[src/rtl/llsc_reservation_ctrl_if.sv]
// Bus bundle between the MEM stage and the LL/SC reservation controller.
// master: pipeline side (drives instruction/snoop info, reads results).
// slave : reservation controller.
interface llsc_reservation_ctrl_if #(
  parameter int ADDR_W = 32
);
  logic              flush;
  logic              stall;
  logic              mem_valid;
  logic              mem_op_ll;
  logic              mem_op_sc;
  logic              mem_op_store;
  logic [ADDR_W-1:0] mem_addr;
  logic              eret;
  logic              snoop_we;
  logic [ADDR_W-1:0] snoop_addr;
  logic              sc_success;
  logic              llbit_o;
  logic              wb_llbit_we;
  logic              wb_llbit_wdata;
  logic [15:0]       sc_fail_cnt;

  modport master (
    output flush, stall, mem_valid, mem_op_ll, mem_op_sc, mem_op_store,
           mem_addr, eret, snoop_we, snoop_addr,
    input  sc_success, llbit_o, wb_llbit_we, wb_llbit_wdata, sc_fail_cnt
  );

  modport slave (
    input  flush, stall, mem_valid, mem_op_ll, mem_op_sc, mem_op_store,
           mem_addr, eret, snoop_we, snoop_addr,
    output sc_success, llbit_o, wb_llbit_we, wb_llbit_wdata, sc_fail_cnt
  );
endinterface

[src/rtl/llsc_reservation_ctrl.sv]
// LL/SC reservation controller (MEM stage).
// Holds the reservation (valid + granule address), decides SC success
// combinationally, and issues a one-cycle LLbit write toward WB.
// Optional feature macro: LLSC_SNOOP_EN -- when defined, external (DMA)
// writes that hit the reserved granule break the reservation.
module llsc_reservation_ctrl #(
  parameter int ADDR_W       = 32,
  parameter int GRANULE_LOG2 = 2
) (
  input  logic                  clk,
  input  logic                  rst,
  llsc_reservation_ctrl_if.slave bus
);

  localparam int TAG_W = ADDR_W - GRANULE_LOG2;

  typedef enum logic {
    IDLE     = 1'b0,
    RESERVED = 1'b1
  } state_t;

  state_t             state_q, state_d;
  logic [TAG_W-1:0]   res_addr_q, res_addr_d;
  logic               wb_we_q, wb_we_d;
  logic               wb_wdata_q, wb_wdata_d;
  logic [15:0]        fail_cnt_q, fail_cnt_d;

  logic [TAG_W-1:0]   mem_tag;
  logic               consumed;
  logic               addr_match;
  logic               snoop_kill;
  logic               sc_ok;

  // Saturating increment for the failed-SC counter.
  function automatic logic [15:0] sat_inc16(input logic [15:0] v);
    return (v == 16'hFFFF) ? v : v + 16'd1;
  endfunction

  assign mem_tag    = bus.mem_addr[ADDR_W-1:GRANULE_LOG2];
  assign consumed   = bus.mem_valid & ~bus.stall & ~bus.flush;
  assign addr_match = (mem_tag == res_addr_q);

`ifdef LLSC_SNOOP_EN
  logic unused_low_bits;
  assign unused_low_bits = ^{bus.mem_addr[GRANULE_LOG2-1:0],
                             bus.snoop_addr[GRANULE_LOG2-1:0]};
  // An external write to the reserved granule kills the reservation.
  assign snoop_kill = bus.snoop_we & (state_q == RESERVED) &
                      (bus.snoop_addr[ADDR_W-1:GRANULE_LOG2] == res_addr_q);
`else
  logic unused_low_bits;
  assign unused_low_bits = ^{bus.mem_addr[GRANULE_LOG2-1:0],
                             bus.snoop_we, bus.snoop_addr};
  assign snoop_kill = 1'b0;
`endif

  // SC outcome is decided in the same cycle; stall does not mask it.
  assign sc_ok = bus.mem_valid & bus.mem_op_sc & ~bus.flush &
                 (state_q == RESERVED) & addr_match & ~snoop_kill;

  assign bus.sc_success     = sc_ok;
  assign bus.llbit_o        = (state_q == RESERVED);
  assign bus.wb_llbit_we    = wb_we_q;
  assign bus.wb_llbit_wdata = wb_wdata_q;
  assign bus.sc_fail_cnt    = fail_cnt_q;

  // Next-state, reservation address, WB pulse and fail counter.
  always_comb begin
    state_d    = state_q;
    res_addr_d = res_addr_q;
    wb_we_d    = 1'b0;
    wb_wdata_d = 1'b0;
    fail_cnt_d = fail_cnt_q;

    // Failed-SC accounting is independent of the reservation priority chain.
    if (consumed && bus.mem_op_sc && !sc_ok) begin
      fail_cnt_d = sat_inc16(fail_cnt_q);
    end

    if (bus.flush) begin
      // LLbit register clears itself on flush, so no WB write here.
      state_d = IDLE;
    end else if (bus.eret) begin
      state_d = IDLE;
      wb_we_d = 1'b1;
    end else if (consumed && bus.mem_op_ll) begin
      // The LL reservation is taken after any same-cycle snoop, so it wins.
      state_d    = RESERVED;
      res_addr_d = mem_tag;
      wb_we_d    = 1'b1;
      wb_wdata_d = 1'b1;
    end else if (snoop_kill) begin
      state_d = IDLE;
      wb_we_d = 1'b1;
    end else if (consumed && bus.mem_op_sc) begin
      state_d = IDLE;
      wb_we_d = 1'b1;
    end else if (consumed && bus.mem_op_store &&
                 (state_q == RESERVED) && addr_match) begin
      state_d = IDLE;
      wb_we_d = 1'b1;
    end
  end

  // State and output registers; reset returns everything to zero.
  always_ff @(posedge clk) begin
    if (rst) begin
      state_q    <= IDLE;
      res_addr_q <= '0;
      wb_we_q    <= 1'b0;
      wb_wdata_q <= 1'b0;
      fail_cnt_q <= '0;
    end else begin
      state_q    <= state_d;
      res_addr_q <= res_addr_d;
      wb_we_q    <= wb_we_d;
      wb_wdata_q <= wb_wdata_d;
      fail_cnt_q <= fail_cnt_d;
    end
  end

endmodule

[src/flat_wrapper.sv]
// flat-port wrapper written by rule: the top's interface ports become plain ports
module llsc_reservation_ctrl_flat 
#(
  parameter int ADDR_W       = 32,
  parameter int GRANULE_LOG2 = 2
)
  (clk, rst, bus_flush, bus_stall, bus_mem_valid, bus_mem_op_ll, bus_mem_op_sc, bus_mem_op_store, bus_mem_addr, bus_eret, bus_snoop_we, bus_snoop_addr, bus_sc_success, bus_llbit_o, bus_wb_llbit_we, bus_wb_llbit_wdata, bus_sc_fail_cnt);
  llsc_reservation_ctrl_if #(.ADDR_W(ADDR_W)) bus_i ();
  input  logic clk;
  input  logic rst;
  input wire logic [$bits(bus_i.flush)-1:0] bus_flush;
  input wire logic [$bits(bus_i.stall)-1:0] bus_stall;
  input wire logic [$bits(bus_i.mem_valid)-1:0] bus_mem_valid;
  input wire logic [$bits(bus_i.mem_op_ll)-1:0] bus_mem_op_ll;
  input wire logic [$bits(bus_i.mem_op_sc)-1:0] bus_mem_op_sc;
  input wire logic [$bits(bus_i.mem_op_store)-1:0] bus_mem_op_store;
  input wire logic [$bits(bus_i.mem_addr)-1:0] bus_mem_addr;
  input wire logic [$bits(bus_i.eret)-1:0] bus_eret;
  input wire logic [$bits(bus_i.snoop_we)-1:0] bus_snoop_we;
  input wire logic [$bits(bus_i.snoop_addr)-1:0] bus_snoop_addr;
  output wire logic [$bits(bus_i.sc_success)-1:0] bus_sc_success;
  output wire logic [$bits(bus_i.llbit_o)-1:0] bus_llbit_o;
  output wire logic [$bits(bus_i.wb_llbit_we)-1:0] bus_wb_llbit_we;
  output wire logic [$bits(bus_i.wb_llbit_wdata)-1:0] bus_wb_llbit_wdata;
  output wire logic [$bits(bus_i.sc_fail_cnt)-1:0] bus_sc_fail_cnt;
  assign bus_i.flush = bus_flush;
  assign bus_i.stall = bus_stall;
  assign bus_i.mem_valid = bus_mem_valid;
  assign bus_i.mem_op_ll = bus_mem_op_ll;
  assign bus_i.mem_op_sc = bus_mem_op_sc;
  assign bus_i.mem_op_store = bus_mem_op_store;
  assign bus_i.mem_addr = bus_mem_addr;
  assign bus_i.eret = bus_eret;
  assign bus_i.snoop_we = bus_snoop_we;
  assign bus_i.snoop_addr = bus_snoop_addr;
  assign bus_sc_success = bus_i.sc_success;
  assign bus_llbit_o = bus_i.llbit_o;
  assign bus_wb_llbit_we = bus_i.wb_llbit_we;
  assign bus_wb_llbit_wdata = bus_i.wb_llbit_wdata;
  assign bus_sc_fail_cnt = bus_i.sc_fail_cnt;
  llsc_reservation_ctrl #(.ADDR_W(ADDR_W), .GRANULE_LOG2(GRANULE_LOG2)) u_core (.clk(clk), .rst(rst), .bus(bus_i));
endmodule
[config.mk]
export PLATFORM = sky130hd
export DESIGN_NAME = llsc_reservation_ctrl_flat
export DESIGN_NICKNAME = d
export VERILOG_FILES = /design/src/rtl/llsc_reservation_ctrl_if.sv /design/src/rtl/llsc_reservation_ctrl.sv /design/src/flat_wrapper.sv
export SDC_FILE = /design/constraint.sdc
export NUM_CORES = 1
export LEC_CHECK = 0
export CORE_MARGIN = 3
export CORE_UTILIZATION = 30
export CTS_CLUSTER_DIAMETER = 150
export DETAILED_ROUTE_END_ITERATION = 10
export DONT_BUFFER_PORTS = 1
export HOLD_SLACK_MARGIN = 0.1
export MAX_ROUTING_LAYER = met4
export PLACE_DENSITY = 0.49
export SYNTH_ARGS = -nofsm -noshare
export SYNTH_HDL_FRONTEND = slang
export SYNTH_SLANG_ARGS = --single-unit
[constraint.sdc]
create_clock -name clk -period 2.31 [get_ports clk]
set_input_delay 0.462 -clock clk [delete_from_list [all_inputs] [get_ports clk]]
set_output_delay 0.462 -clock clk [all_outputs]
set_load 0.05 [all_outputs]
======== Word level (Yosys, flattened, before mapping) ========
Cells that the tools add are included.
storage, ports and cells
  register bits after elaboration ......... 49
  bits of input ports ..................... 74
operators by class
  add/subtract/negate cells ............... 1
  eq/ne operators ......................... 2
  muxes and demuxes ....................... 8
  bitwise logic cells ..................... 10
  reduce and logical (&&, ||, !) cells .... 12
operator list
  cell                                                              count
  30-bit equality test                                              1
  16-bit by 1-bit adder with 16-bit output (second input constant)  1
  16-bit equality test (second input constant)                      1
  1-bit 2-to-1 mux                                                  8
  1-bit AND                                                         6
  1-bit logical AND                                                 6
  1-bit inverter                                                    4
  3-bit AND reduction                                               1
  3-bit nonzero test                                                1
  3-bit OR reduction                                                1
  2-bit AND reduction                                               1
  2-bit OR reduction                                                1
  1-bit logical NOT                                                 1

======== Depth between registers and ports, before layout ========
  depth in word-level cells ............... 10
  gate-level depth with buffers ........... 7
  depth with buffers taken out ............ 6

======== Worst setup path before layout ========
OpenSTA, ideal clock, no wires.
  path type ............................... input port to output port
  start ................................... input port bus_mem_addr[11]
  end ..................................... output port bus_sc_success
  data arrival time ....................... 1.982 ns
  data required time ...................... 1.848 ns
  setup slack ............................. -0.134 ns
  stages .................................. 6
  buffers on the path ..................... 1
  cell sequence ........................... xnor2_1 > nand4_1 > nor4_2 > and2_1 > buf_4 > and4b_1
between the ends
  word-level cells in the longest chain between the ends .. 2
ends and longest elaborated chain
  element               RTL line                     source
  start: declaration    flat_wrapper.sv:17           input wire logic [$bits(bus_i.mem_addr)-1:0] bus_mem_addr;
  30-bit equality test  llsc_reservation_ctrl.sv:41  assign addr_match = (mem_tag == res_addr_q);
  1-bit AND             llsc_reservation_ctrl.sv:59  (state_q == RESERVED) & addr_match & ~snoop_kill;
  end: declaration      flat_wrapper.sv:21           output wire logic [$bits(bus_i.sc_success)-1:0] bus_sc_success;
No other way between the ends.

======== Worst setup path after layout ========
  start ................................... register u_core.res_addr_q[29]
  end ..................................... output port bus_sc_success
between the ends
  word-level cells in the longest chain between the ends .. 2
ends and longest elaborated chain
  element                   RTL line                      source
  start: declaration        llsc_reservation_ctrl.sv:23   logic [TAG_W-1:0] res_addr_q, res_addr_d;
  start signal: assignment  llsc_reservation_ctrl.sv:115  res_addr_q <= res_addr_d;
  30-bit equality test      llsc_reservation_ctrl.sv:41
  1-bit AND                 llsc_reservation_ctrl.sv:59
No other way between the ends.

==> run summary <==
Leak = 0.934 nW
Crit Reg-Reg Startpoint = u_core.res_addr_q[29]
Routed WL = 5.76 mm
Switching share of power = 23.2%
Post-route clock skew = 11.7 ps
R2R Setup Slk = 360 ps
Final hold vios = 0
Yosys top cell by area = dfxtp_1
Via count = 2007
Psw = 345 uW
First-pass GRT wire length = 9.60 mm
Final Power = 1.49 mW
Post-DP HPWL = 4.11 mm
Clock share of power = 37.1%
Max Clk Rate = 421 MHz
Core ar. = 7490 um^2
CTS tree = built
Pwr dens = 524 nW/um^2
Worst path required time = 1850 ps
DRC errors left = 0
Crit path DAT = 1910 ps
Avg Inst Size Synth = 8.38 um^2
Sequential area share after synthesis = 41.1%
RR Endpoint = u_core.bus.sc_fail_cnt[4]
Critical Path Start = u_core.res_addr_q[29]
Clock Latency Late Sink = 300 ps
CP Max Fanout = 2
CP Cell Sequence = xnor2_1, nand4_1, nor4_4, and2_4, and4b_2, buf_12
Crit path largest cell delay = 360 ps
Detailed-router iteration count before antenna repair = 4
Via-to-Cell Ratio = 4.97
Violated checks = setup timing
Clock sinks = 49
WP depth = 6
Critical path class = reg2out
Port Buffers = 0
Synth cell types = 42
Area grow syn2layout = 18.9%
Hold Slack = 226 ps
Row Count = 31
Slowest CP cell = nor4_4
# IOs = 94
Outcome = finished, violations left
CTS buffer count = 5
CTS hold repair buffers = 0
CP Launch Type = flop
NumNets Final = 379
Full die area = 9060 um^2
Worst Setup End Kind = output port
H-tree depth = 2
Length in cells of the worst reg-to-reg path = 7
Slew margin rel. = 68.1%
Seq pwr share = 57.9%
DR iter-0 viols = 49
Initial antenna violation count = 0
Predominant post-synthesis flop cell = dfxtp_1
Aggregate global routing overflow = 0
Crit path time final = 2380 ps
Warnings from Yosys = 0
Ranking of synthesized cells by area = dfxtp_1 41%, xnor2_1 12%, nand2_1 9.9%
CP top delay family = simple AND/OR/NAND/NOR gates
Routability congestion estimate = 0.729
EDFF count, synth = 0
Cell Int Power = 1.14 mW
WL/cell = 14.3 um
Clk buf depth = 2
Layout cell share with drive strength beyond 1 = 22.0%
Largest net degree at the start of global routing = 56
Gate Count Post-Synth = 285
Setup-failing EPs final = 1
Worst Tran Pin Value = 478 ps
CP Capture Point = bus_sc_success
Period utilization = 103%
Combinational share of power = 5.0%
Vert. Die Dim = 95.2 um
Hold WC Path Type = in2reg
# diodes = 0
Post-route ant nets = 0
Asr flop ratio synth = 0%
Pins Over Slew Limit = 0
DIE WIDTH = 95.2 um
Worst Path Buf+Inv = 1
Post-Syn Nets = 360
Max_cap viols = 0
Vias in the first global route = 1972
Total Routing Usage GR = 14.0%
Seq cells post-synth = 49
Setup ws final = -65.8 ps
Cell Area, Synth = 2390 um^2
Hold path start = rst
Starting Density = 31.9%
Root Buffer = clkbuf_8
Synth top area share = 41.1%
Clock slew at reported path FFs = 90 ps
RSZ-0062 raised after global routing = true
Maximum vdd drop = 0.291 mV
[timing repair]
action | 4_1_cts | 5_1_grt
setup endpoints to repair | 1 | 1
buffers inserted | 1 | 1
pin swaps | 17 | 13
gates resized for setup | 6 | 11
[how the worst min path moves through the flow]
stage | endpoint | slack [ps] | cells after the start
3_5_place_dp | u_core.res_addr_q[17] | 450 | 2
2_1_floorplan | u_core.res_addr_q[0] | 450 | 2
5_1_grt | u_core.res_addr_q[7] | 180 | 1
4_1_cts | u_core.res_addr_q[23] | 190 | 1
3_3_place_gp | u_core.res_addr_q[18] | 450 | 2
6_report | u_core.bus.sc_fail_cnt[5] | 230 | 1
[Yosys cell counts (2+ instances only)]
master and count:
mux2_2 3, nor4_1 2, xnor2_1 33, or4_1 3, inv_1 2, nand4_1 10, nand3b_1 2, o21ai_0 2
clkbuf_1 12, a21oi_1 36, dfxtp_1 49, and4_1 3, nor2_1 12, nor3_1 5, nor2b_1 5, o31ai_1 3
or3_1 2, nand3_1 9, nor4_2 2, a2111oi_2 2, nand2_1 63, mux2_1 3, nor4b_1 2, buf_4 2
[state kept, by name, summed over array words and instances (netlist names)]
name,cells
u_core.bus.llbit_o,1
u_core.bus.wb_llbit_wdata,1
u_core.bus.sc_fail_cnt,16
u_core.res_addr_q,30
u_core.bus.wb_llbit_we,1
[per-layer routing]
metal	global-route usage, %	wire length, um	vias to the layer above
met1	17.0	2560	931
met3	4.26	460	5
met4	3.97	54	0
met5	-	0	-
li1	-	-	1023
met2	22.4	2680	48
[per-stage QoR]
step | worst slack (ps) | instances | utilization [%] | setup TNS (ps) | instance area [um^2]
3_5_place_dp | 62.4 | 394 | 35.5 | 0 | 2660
3_3_place_gp | 71.5 | 394 | 35.5 | 0 | 2660
2_1_floorplan | 4.36 | 285 | - | 0 | 2410
5_1_grt | -182 | 404 | 37.9 | -182 | 2840
4_1_cts | -93.3 | 403 | 37.2 | -93.3 | 2790
6_report | -65.8 | 404 | 37.9 | -65.8 | 2840
[cells by family (layout without fill, tap and decap cells)]
kind of cell    after synthesis  in the layout  share of synthesized area [%]
simple gates                130            130                           27.8
compound gates               49             49                           12.3
flops                        49             49                           41.1
xor+xnor                     33             33                           12.1
buf+inv                      17             37                           3.30
mux                           6              6                           2.83
fa+ha+maj                     1              1                          0.524
[cell usage in the layout, fill, tap and decap left out, types with 3 or more instances in the layout]
cell type and count:
nand2_1 63, dfxtp_1 40, a21oi_1 36, xnor2_1 26, buf_4 26, nor2_1 12
nand4_1 10, nand3_1 9, dfxtp_2 9, xnor2_2 7, clkbuf_8 6, nor2b_1 5
nor3_1 5, and4_1 3, mux2_1 3, mux2_2 3, o31ai_1 3, or4_1 3
[power groups by stage]
stage / Combinational [mW] / Clock [mW] / Sequential [mW]
floorplan: 0.0688 / 0 / 0.883
finish: 0.0739 / 0.551 / 0.861
global placement: 0.0696 / 0 / 0.880
global route: 0.0826 / 0.619 / 0.863
CTS: 0.0721 / 0.584 / 0.861
detailed placement: 0.0706 / 0 / 0.880
[area by class of cell]
type,instances,area [um^2]
Fill cell,769,4650
Multi-Input combinational cell,219,1400
Sequential cell,49,992
Timing Repair Buffer,27,215
Tap cell,99,124
Clock buffer,6,82.6
Clock inverter,2,16.3
Inverter,2,7.51
No activity file was read; power rests on OpenSTA's default activity.
